[src/rtl/alu_pkg.sv]
// ---------------------------------------------------------------------------
// alu_pkg
// Shared definitions for the ALU datapath: the 3-bit ALUControl codes
// produced by the control decoder and the multi-cycle sequencer state
// encoding (also consumed by the decoder to know when the ALU is busy).
// ---------------------------------------------------------------------------
package alu_pkg;

    // ALUControl codes from the control decoder
    localparam logic [2:0] ALU_ADD  = 3'b000;
    localparam logic [2:0] ALU_LSR  = 3'b001;
    localparam logic [2:0] ALU_SUB  = 3'b010;
    localparam logic [2:0] ALU_MOV  = 3'b011;
    localparam logic [2:0] ALU_MOD  = 3'b100;
    localparam logic [2:0] ALU_MUL  = 3'b110;
    localparam logic [2:0] ALU_NONE = 3'b111;

    // Multi-cycle sequencer states
    typedef enum logic [1:0] {
        SEQ_IDLE = 2'd0,
        SEQ_MUL  = 2'd1,
        SEQ_MOD  = 2'd2,
        SEQ_DONE = 2'd3
    } seq_state_e;

    // True for the codes the sequencer takes over from the single-cycle ALU
    function automatic logic is_multicycle(input logic [2:0] ctrl);
        return (ctrl == ALU_MUL) || (ctrl == ALU_MOD);
    endfunction

endpackage

[src/rtl/alu_iter_step.sv]
// ---------------------------------------------------------------------------
// alu_iter_step
// Purely combinational single iteration of the multi-cycle ALU.
//   Multiply (is_mod=0): shift-add. acc += opa when opb[0]; opa <<= 1; opb >>= 1.
//   Remainder (is_mod=1): restoring division step. The next dividend bit (opa MSB)
//                   is shifted into the remainder, divisor subtracted when it
//                   fits; opa <<= 1 exposes the next dividend bit.
// Ports:
//   is_mod              in   selects MOD step, otherwise MUL step
//   acc                 in   accumulator (MUL) / partial remainder (MOD)
//   opa                 in   multiplicand (MUL) / remaining dividend (MOD)
//   opb                 in   multiplier (MUL) / divisor (MOD)
//   acc_next/opa_next/opb_next   out  register values after this step
// ---------------------------------------------------------------------------
module alu_iter_step
    import alu_pkg::*;
#(
    parameter int WIDTH = 32
) (
    input  logic             is_mod,
    input  logic [WIDTH-1:0] acc,
    input  logic [WIDTH-1:0] opa,
    input  logic [WIDTH-1:0] opb,
    output logic [WIDTH-1:0] acc_next,
    output logic [WIDTH-1:0] opa_next,
    output logic [WIDTH-1:0] opb_next
);

    logic [WIDTH:0] rem_shift;
    logic           rem_ge;

    // The stored remainder is always below the divisor, so it fits in WIDTH
    // bits; only the shifted value needs the extra bit for the compare. When
    // the subtraction happens the true difference is below the divisor, so
    // a WIDTH-bit subtract of the low bits gives the exact remainder.
    always_comb begin
        rem_shift = {acc, opa[WIDTH-1]};
        rem_ge    = (rem_shift >= {1'b0, opb});
        acc_next  = acc;
        opa_next  = opa << 1;
        opb_next  = opb;
        if (is_mod) begin
            if (rem_ge) begin
                acc_next = rem_shift[WIDTH-1:0] - opb;
            end else begin
                acc_next = rem_shift[WIDTH-1:0];
            end
        end else begin
            if (opb[0]) begin
                acc_next = acc + opa;
            end
            opb_next = opb >> 1;
        end
    end

endmodule

[src/rtl/alu_multicycle_sequencer.sv]
// ---------------------------------------------------------------------------
// alu_multicycle_sequencer
// Runs the multi-cycle ALU operations (MUL = 3'b110, MOD = 3'b100) beside the
// single-cycle ALU. An accepted op is iterated one bit per cycle, the
// pipeline is stalled while busy, and done pulses for one cycle with the
// result. Every other ALUControl code is left to the single-cycle ALU.
// Ports:
//   clk          in   clock, all state on posedge
//   rst          in   asynchronous active-high reset
//   start        in   decode-stage op valid
//   alu_ctrl     in   ALUControl code
//   a, b         in   unsigned operands (multiplicand/dividend, multiplier/divisor)
//   stall        out  freeze upstream stages (combinational)
//   done         out  one-cycle pulse, result and div_by_zero valid
//   result       out  low WIDTH bits of a*b, or a mod b (held until next accept)
//   div_by_zero  out  MOD issued with b==0 (held until next accept)
// ---------------------------------------------------------------------------
module alu_multicycle_sequencer
    import alu_pkg::*;
#(
    parameter int WIDTH = 32
) (
    input  logic             clk,
    input  logic             rst,
    input  logic             start,
    input  logic [2:0]       alu_ctrl,
    input  logic [WIDTH-1:0] a,
    input  logic [WIDTH-1:0] b,
    output logic             stall,
    output logic             done,
    output logic [WIDTH-1:0] result,
    output logic             div_by_zero
);

    localparam int CNT_W = $clog2(WIDTH + 1);

    localparam logic [1:0] ST_IDLE = SEQ_IDLE;
    localparam logic [1:0] ST_MUL  = SEQ_MUL;
    localparam logic [1:0] ST_MOD  = SEQ_MOD;
    localparam logic [1:0] ST_DONE = SEQ_DONE;

    logic [1:0]       state;
    logic [CNT_W-1:0] cnt;
    logic [WIDTH-1:0] acc;
    logic [WIDTH-1:0] opa;
    logic [WIDTH-1:0] opb;
    logic [WIDTH-1:0] acc_next;
    logic [WIDTH-1:0] opa_next;
    logic [WIDTH-1:0] opb_next;
    logic             accept;
    logic             last_step;

    alu_iter_step #(
        .WIDTH (WIDTH)
    ) u_step (
        .is_mod   (state == ST_MOD),
        .acc      (acc),
        .opa      (opa),
        .opb      (opb),
        .acc_next (acc_next),
        .opa_next (opa_next),
        .opb_next (opb_next)
    );

    assign accept    = (state == ST_IDLE) && start && is_multicycle(alu_ctrl);
    assign last_step = (cnt == CNT_W'(1));

    // Stall covers the accept cycle too, so the instruction is held from the
    // moment it is seen. It drops in DONE so the held instruction retires
    // together with the result. Gated by rst so a reset never stalls.
    assign stall = !rst && (accept || (state == ST_MUL) || (state == ST_MOD));

    // Sequencer FSM plus datapath registers. done is set on the edge that
    // enters DONE and cleared by default on every other edge, giving a
    // single-cycle pulse. A zero divisor is caught in the first remainder
    // cycle, before any step has shifted the dividend, so opa still
    // holds the original a.
    always_ff @(posedge clk or posedge rst) begin
        if (rst) begin
            state       <= ST_IDLE;
            cnt         <= '0;
            acc         <= '0;
            opa         <= '0;
            opb         <= '0;
            result      <= '0;
            done        <= 1'b0;
            div_by_zero <= 1'b0;
        end else begin
            done <= 1'b0;
            case (state)
                ST_IDLE: begin
                    if (accept) begin
                        opa         <= a;
                        opb         <= b;
                        acc         <= '0;
                        cnt         <= CNT_W'(WIDTH);
                        div_by_zero <= 1'b0;
                        state       <= (alu_ctrl == ALU_MUL) ? ST_MUL : ST_MOD;
                    end
                end
                ST_MUL: begin
                    acc <= acc_next;
                    opa <= opa_next;
                    opb <= opb_next;
                    cnt <= cnt - CNT_W'(1);
                    if (last_step) begin
                        result <= acc_next;
                        done   <= 1'b1;
                        state  <= ST_DONE;
                    end
                end
                ST_MOD: begin
                    if (opb == '0) begin
                        result      <= opa;
                        div_by_zero <= 1'b1;
                        done        <= 1'b1;
                        cnt         <= '0;
                        state       <= ST_DONE;
                    end else begin
                        acc <= acc_next;
                        opa <= opa_next;
                        opb <= opb_next;
                        cnt <= cnt - CNT_W'(1);
                        if (last_step) begin
                            result <= acc_next;
                            done   <= 1'b1;
                            state  <= ST_DONE;
                        end
                    end
                end
                default: begin
                    state <= ST_IDLE;
                end
            endcase
        end
    end

endmodule
[config.mk]
export PLATFORM = sky130hd
export DESIGN_NAME = alu_multicycle_sequencer
export DESIGN_NICKNAME = d
export VERILOG_FILES = /design/src/rtl/alu_pkg.sv /design/src/rtl/alu_iter_step.sv /design/src/rtl/alu_multicycle_sequencer.sv
export SDC_FILE = /design/constraint.sdc
export NUM_CORES = 1
export LEC_CHECK = 0
export ABC_AREA = 1
export BUFFER_PORTS_ARGS = -buffer_cell sky130_fd_sc_hd__buf_2
export CELL_PAD_IN_SITES_DETAIL_PLACEMENT = 1
export CELL_PAD_IN_SITES_GLOBAL_PLACEMENT = 2
export CORE_ASPECT_RATIO = 0.5
export CORE_UTILIZATION = 33
export DETAILED_ROUTE_END_ITERATION = 12
export PLACE_DENSITY = 0.88
export REMOVE_ABC_BUFFERS = 1
export SLEW_MARGIN = 20
export SYNTH_ARGS = -nofsm -noshare
export SYNTH_HDL_FRONTEND = slang
export SYNTH_SLANG_ARGS = --single-unit
[constraint.sdc]
create_clock -name clk -period 4.85 [get_ports clk]
set_input_delay 0 -clock clk [delete_from_list [all_inputs] [get_ports clk]]
set_output_delay 0 -clock clk [all_outputs]
set_load 0.01 [all_outputs]
==> results of run 1 <==
==> Yosys cell counts (2+ instances only) <==
library cell and number:
ha_1 70, dfrtp_1 138, or2_2 2, and2_1 3, nor2_1 142, o22ai_1 2
nor3_1 7, buf_6 2, a21oi_2 2, nand3b_1 6, nor2_2 7, nand3_2 3
o21a_1 2, nand2_2 5, buf_4 3, o211ai_2 3, buf_2 16, xor2_1 16
buf_1 3, o21bai_1 10, nor4_1 9, o21ai_0 139, xnor2_1 9, nand3_1 126
a21oi_1 127, a31oi_1 33, inv_2 4, inv_1 258, clkinv_1 2, clkbuf_1 43
nand2_1 660, nand4_1 12, fa_1 2, o21ai_1 11, o211ai_1 41
==> logic make-up after synthesis <==
logic type / after synthesis / share of synthesized area
xor+xnor: 25 / 0.01823
simple gates: 985 / 0.3357
flops: 138 / 0.2874
compound gates: 374 / 0.1739
buf+inv: 332 / 0.1085
fa+ha+maj: 72 / 0.07623
==> critical path: cells and delay by family (launching register included) <==
family                 cells  cell delay, ps
AO/OA/AOI/OAI              1              50
AND/OR/NAND/NOR            6            1990
buffers and inverters      2             790
flip-flops                 1             390
==> path summary, 6_finish.rpt <==
| kind | slack (ps) | cells past startpoint | endpoint | startpoint |
|---|---|---|---|---|
| max | 1440 | 9 | opa[29] | opb[18] |
| min | 100 | 4 | state[0] | start |
| max reg2reg | 1440 | 9 | opa[29] | opb[18] |
| min reg2reg | 530 | 1 | cnt[0] | cnt[0] |
| max in group asynchronous | 3650 | 4 | acc[15] | rst |
| min in group asynchronous | 130 | 3 | cnt[1] | rst |
==> final cells by class <==
class | count | share of cell area
clock buffer | 20 | 0.03122
timing repair buffer | 189 | 0.09393
tap | 475 | 0.04154
inverter | 264 | 0.06962
clock inverter | 11 | 0.01364
multi-input combinational | 1456 | 0.5085
antenna | 1 | 0.0001749
sequential | 138 | 0.2414
==> sequential cells by signal, indices dropped and copies added (netlist names) <==
signal	flops
acc	32
opa	32
opb	32
result	32
cnt	6
state	2
div_by_zero	1
done	1
==> repair_timing <==
item | 4_1_cts | 5_1_grt
hold buffers | 69 | 0
buffers inserted | 0 | 0
endpoints found under the hold margin | 114 | 0
==> where the power goes <==
group	leakage (nW)	switching, mW	internal, mW
registers	1.70	0.468	1.69
clock network	0.302	0.577	0.923
logic	5.53	5.97	2.62
total	7.53	7.02	5.23
==> stage by stage <==
stage,instances,utilization
after floorplan,1858,-
final,2554,0.4072
after detailed placement,2453,0.3692
after global placement,2453,0.3692
after CTS,2553,0.4071
after global routing,2553,0.4071
==> metal layers <==
layer,up-vias,routed length [um]
met5,-,0
met4,0,524
met3,30,2598
met2,271,20460
met1,6412,23810
li1,6495,-
==> results by group, run 1 <==
Outcome
  • Status: complete, no violations

STA
  • Final Max Tran Viols: 0
  • Hold_ws: 101.4 ps
  • Worst slew margin: 0.4435
  • Final min period: 3414 ps
  • Final period util: 0.7040
  • Fmax: 292.9 MHz
  • Final setup vio count: 0
  • Unrepaired setup endpoints after global routing: false
  • Final Hold Viols: 0
  • Worst slew pin tran: 833.5 ps
  • Max Clock Skew: 14.23 ps
  • Setup_tns: 0 ps
  • Final Worst Setup Slack: 1436 ps

Synthesis
  • Largest cells by area after synthesis: dfrtp_1 29%, nand2_1 21%, inv_1 8.1%, ha_1 7.3%, o21ai_0 5.8%
  • Mapped Avg Cell Area: 6.238 um2
  • Post-synth top area cell: dfrtp_1
  • Warnings, synthesis: 0
  • Main flop type after synthesis: dfrtp_1
  • Synth top area share: 0.2874
  • Seq/Total Area, Yosys: 0.2874
  • Post-synth EDFFs: 0
  • Netlist cell types: 43
  • #FFs+latches synth: 138
  • Cell Area, Synth: 12,010 um2
  • Post-synthesis cell count: 1,926
  • Async S/R FF share, synth: 1.000

Floorplanning
  • Initial Util: 0.3420
  • Die height: 136.9 um
  • I/O pins: 105
  • Die area: 37,220 um2
  • Die X: 271.8 um
  • Site Rows: 48
  • Core box area: 35,130 um2

Detailed routing
  • WL per Instance: 18.56 um
  • Drt via density: 5.171
  • DR vias: 13,210
  • DRC Markers: 0
  • Detailed Route Iter0 Violations: 988
  • Antenna viol nets, final: 0
  • Total Wirelength: 47,390 um
  • Initial DRT Pass Iterations: 5

Final layout
  • Finished Cell Area: 14,310 um2
  • P&R area growth vs syn: 19.08%
  • Layout cells sized above 1: 0.08807
  • Fill cell count: 4,698
  • Reg area: 3453 um2
  • Commonest non-fill, non-tap cell in the layout: nand2_1
  • Multi-input gate area: 7274 um2
  • Commonest cells after routing, fill and taps aside: 659 x nand2_1, 255 x inv_1, 142 x nor2_1
  • Nets@finish: 2,208

Global routing
  • GRT met2 Usage: 0.4072
  • Total grt overflow: 0
  • M1 GR Usage: 0.3731
  • Antenna violations before repair: 0
  • First-pass GRT wire length: 74,680 um
  • Largest net degree at the start of global routing: 75
  • GRT Util Overall: 0.2613
  • M3 GR Usage: 0.04982
  • Gr busiest metal: met2
  • Vias in the first global route: 13,420

Pwr
  • Lkg Pwr: 7.531 nW
  • Peak supply drop: 0.3904 mV
  • P per Cell Area: 856.5 nW/um2
  • Total Power: 12.25 mW

Setup path
  • Worst path slowest cell: nor4_1
  • CP Cell Sequence: nor4_1 > nand4_1 > nor2_2 > nand2_1 > nand2_1 > inv_2 > buf_12 > nor2_1 > a31oi_1
  • Req. time, crit path: 5180 ps
  • CP arrival: 3750 ps
  • CP endpoint kind: flop
  • Largest fanout on the critical path: 46
  • WS Path Type: reg -> reg
  • CP Launch Type: flop
  • CP dominant cell by count: nand2_1
  • CP max stage delay: 610 ps

Clocking
  • Root Driver: clkbuf_16
  • Clk_lat worst skew: 470 ps
  • CTS buffer count: 17
  • H-tree depth: 4
  • # resized after CTS: 0
  • CTS Buffer Depth: 2
  • TritonCTS clock tree: yes
  • Sink Count: 138
  • Clock Pin Slew Worst Setup and Hold Paths: 70 ps

Placement
  • Port bufs: 104
  • DP Wirelength: 35,490 um
  • Area after DPL: 12,970 um2
  • Worst slack, placed: 1386 ps
  • GPL Wtd Cong: 0.9840

Hold path
  • Worst hold path type: in -> reg

Job
  • Total of max-cap violations: 0
(Power assumes the default switching activity.)
==> inputs of run 2 (changes only) <==
--- a/config.mk
+++ b/config.mk
@@ -10,9 +10,9 @@
 export CELL_PAD_IN_SITES_DETAIL_PLACEMENT = 1
 export CELL_PAD_IN_SITES_GLOBAL_PLACEMENT = 2
 export CORE_ASPECT_RATIO = 0.5
-export CORE_UTILIZATION = 33
+export CORE_UTILIZATION = 30
 export DETAILED_ROUTE_END_ITERATION = 12
-export PLACE_DENSITY = 0.88
+export PLACE_DENSITY = 0.85
 export REMOVE_ABC_BUFFERS = 1
 export SLEW_MARGIN = 20
 export SYNTH_ARGS = -nofsm -noshare
==> constraint.sdc (replaced) <==
create_clock -name clk -period 3 [get_ports clk]
set_input_delay 0 -clock clk [delete_from_list [all_inputs] [get_ports clk]]
set_output_delay 0 -clock clk [all_outputs]
set_load 0.01 [all_outputs]
==> run 2 against run 1 <==
  * Combinational power up 68%
  * Register-to-register slack got worse by 1300 ps
  * Final area increased by 1.5%
  * Hold slack got worse by 80 ps
  * Clock skew up 1.3 ps
  * Utilization is 3.7 points lower
  * Worst setup slack got worse by 1300 ps
  * Largest power group unchanged
  * Highest routed layer unchanged
==> results by group, run 2 (synthesis results as in run 1) <==
Global routing
  • Antenna violations before repair: 0 (unchanged)
  • Vias in the first global route: 13,320 (-0.72%)
  • First-pass GRT wire length: 76,790 um (+2.8%)
  • Total grt overflow: 0 (unchanged)
  • Largest net degree at the start of global routing: 62 (-17%)
  • GRT Util Overall: 0.2442 (-0.01704)

Final layout
  • Fill cell count: 5,178 (+10%)
  • Post-route insts no fill: 2,626 (+2.8%)
  • Commonest non-fill, non-tap cell in the layout: nand2_1
  • Nets@finish: 2,225 (+0.77%)
  • P&R area growth vs syn: 20.81%
  • Final Util: 0.3704 (-0.03675)
  • Reg area: 3453 um2 (unchanged)
  • Layout cells sized above 1: 0.09971 (+0.01165)
  • Multi-input gate area: 7292 um2 (+0.24%)
  • N_diodes: 0 (-1)
  • Finished Cell Area: 14,510 um2 (+1.5%)
  • Commonest cells after routing, fill and taps aside: 659 x nand2_1, 256 x inv_1, 141 x nor2_1

Clocking
  • CTS buffer count: 17 (unchanged)
  • Clock Pin Slew Worst Setup and Hold Paths: 70 ps (about the same)
  • TritonCTS clock tree: yes
  • Root Driver: clkbuf_16
  • Sink Count: 138 (unchanged)
  • CTS Buffer Depth: 2 (unchanged)
  • Clk_lat worst skew: 460 ps (about the same)
  • Post-CTS Setup Repair Bufs: 0 (unchanged)
  • H-tree depth: 4 (unchanged)

Placement
  • Worst slack, placed: 173.8 ps (-1212 ps)
  • DP Wirelength: 38,350 um (+8.1%)
  • GPL Wtd Cong: 0.9424 (-4.2%)
  • Area after DPL: 13,230 um2 (+2.0%)
  • Port bufs: 104 (unchanged)
  • Cells after DPL: 2,527 (+3.0%)

Floorplanning
  • I/O pins: 105 (unchanged)
  • Site Rows: 51 (+6.3%)
  • Core box area: 39,180 um2 (+12%)
  • Die X: 285.0 um (+4.8%)
  • Die area: 40,900 um2 (+9.9%)
  • Die height: 143.5 um (+4.8%)
  • Initial Util: 0.3066 (-0.03532)

Job
  • Total of max-cap violations: 0 (unchanged)

STA
  • Final Hold Viols: 0 (unchanged)
  • Setup_tns: 0 ps (unchanged)
  • Max Clock Skew: 15.51 ps (+1.276 ps)
  • Hold_ws: 20.95 ps (-80.41 ps)
  • Unrepaired setup endpoints after global routing: false
  • Final Max Tran Viols: 0 (unchanged)
  • Worst slew pin tran: 748.6 ps (-84.89 ps)
  • Worst slew margin: 0.5010 (+0.05740)
  • Final setup vio count: 0 (unchanged)
  • Final Worst Setup Slack: 171.8 ps (-1264 ps)
  • Final period util: 0.9427 (+0.2387)
  • Final min period: 2828 ps (-586.3 ps)
  • Fmax: 353.6 MHz (+21%)

Setup path
  • CP Launch Type: flop
  • WS Path Type: reg -> reg
  • Req. time, crit path: 3310 ps (-1870 ps)
  • Largest fanout on the critical path: 21 (-54%)
  • CP endpoint kind: flop
  • CP arrival: 3130 ps (-620 ps)

Detailed routing
  • Drt via density: 5.096 (-1.5%)
  • Initial DRT Pass Iterations: 5 (unchanged)
  • Total Wirelength: 49,370 um (+4.2%)
  • DR vias: 13,380 (+1.3%)
  • WL per Instance: 18.80 um (+1.3%)
  • Detailed Route Iter0 Violations: 889 (-10%)
  • Antenna viol nets, final: 0 (unchanged)
  • DRC Markers: 0 (unchanged)

Outcome
  • Status: complete, no violations

Pwr
  • Lkg Pwr: 7.614 nW (+1.1%)
  • Peak supply drop: 0.5659 mV (+45%)
  • P per Cell Area: 1386 nW/um2 (+62%)
  • Total Power: 20.11 mW (+64%)

Hold path
  • Worst hold path type: in -> reg
==> run 2: worst paths after layout <==
| kind | from | endpoint | slack (ps) | depth (start not counted) |
|---|---|---|---|---|
| worst max-delay path | acc[15] | acc[23] | 170 | 13 |
| min in group asynchronous | rst | div_by_zero | 190 | 3 |
| worst min register to register | div_by_zero | div_by_zero | 520 | 2 |
| worst min-delay path | alu_ctrl[2] | state[0] | 20 | 5 |
| max in group asynchronous | rst | acc[14] | 2080 | 4 |
| worst max register to register | acc[15] | acc[23] | 170 | 13 |
==> run 2: where the power goes <==
part	internal, mW	total, mW	switching [mW]
logic	4.53	14.4	9.87
clock network	1.26	2.24	0.980
registers	2.73	3.47	0.739
==> run 2: layout make-up <==
| type | count | share of cell area |
|---|---|---|
| flip-flops and latches | 138 | 0.2379 |
| multi-input cells | 1456 | 0.5024 |
| clock buffers | 20 | 0.03078 |
| repair buffers | 206 | 0.1047 |
| inverters | 264 | 0.06879 |
| clock inverters | 12 | 0.009655 |
| well taps | 530 | 0.04569 |
==> run 2: layer usage <==
metal | up-vias | track usage | wire (um)
li1 | 6548 | - | -
met1 | 6465 | 0.3470 | 24340
met5 | - | 0 | 0
met3 | 65 | 0.03381 | 2397
met4 | 0 | 0.07402 | 1011
met2 | 303 | 0.3831 | 21620
==> run 2: timing repair <==
| item | 4_1_cts | 5_1_grt |
|---|---|---|
| hold buffers | 67 | 0 |
| resized for setup | 0 | 10 |
| hold endpoints to repair | 123 | 0 |
| setup endpoints to repair | 0 | 42 |
==> run 2: worst max-delay path, stage by stage, from the launching register on <==
cell,delay (ps)
dfrtp_1,460
ha_1,410
nand2_1,150
o21bai_1,300
a21oi_1,100
nand2_1,160
nand2_2,100
nand2_4,200
buf_12,200
nand3_1,170
nand3_1,130
nand2_1,90
nand2_1,90
o21ai_0,100
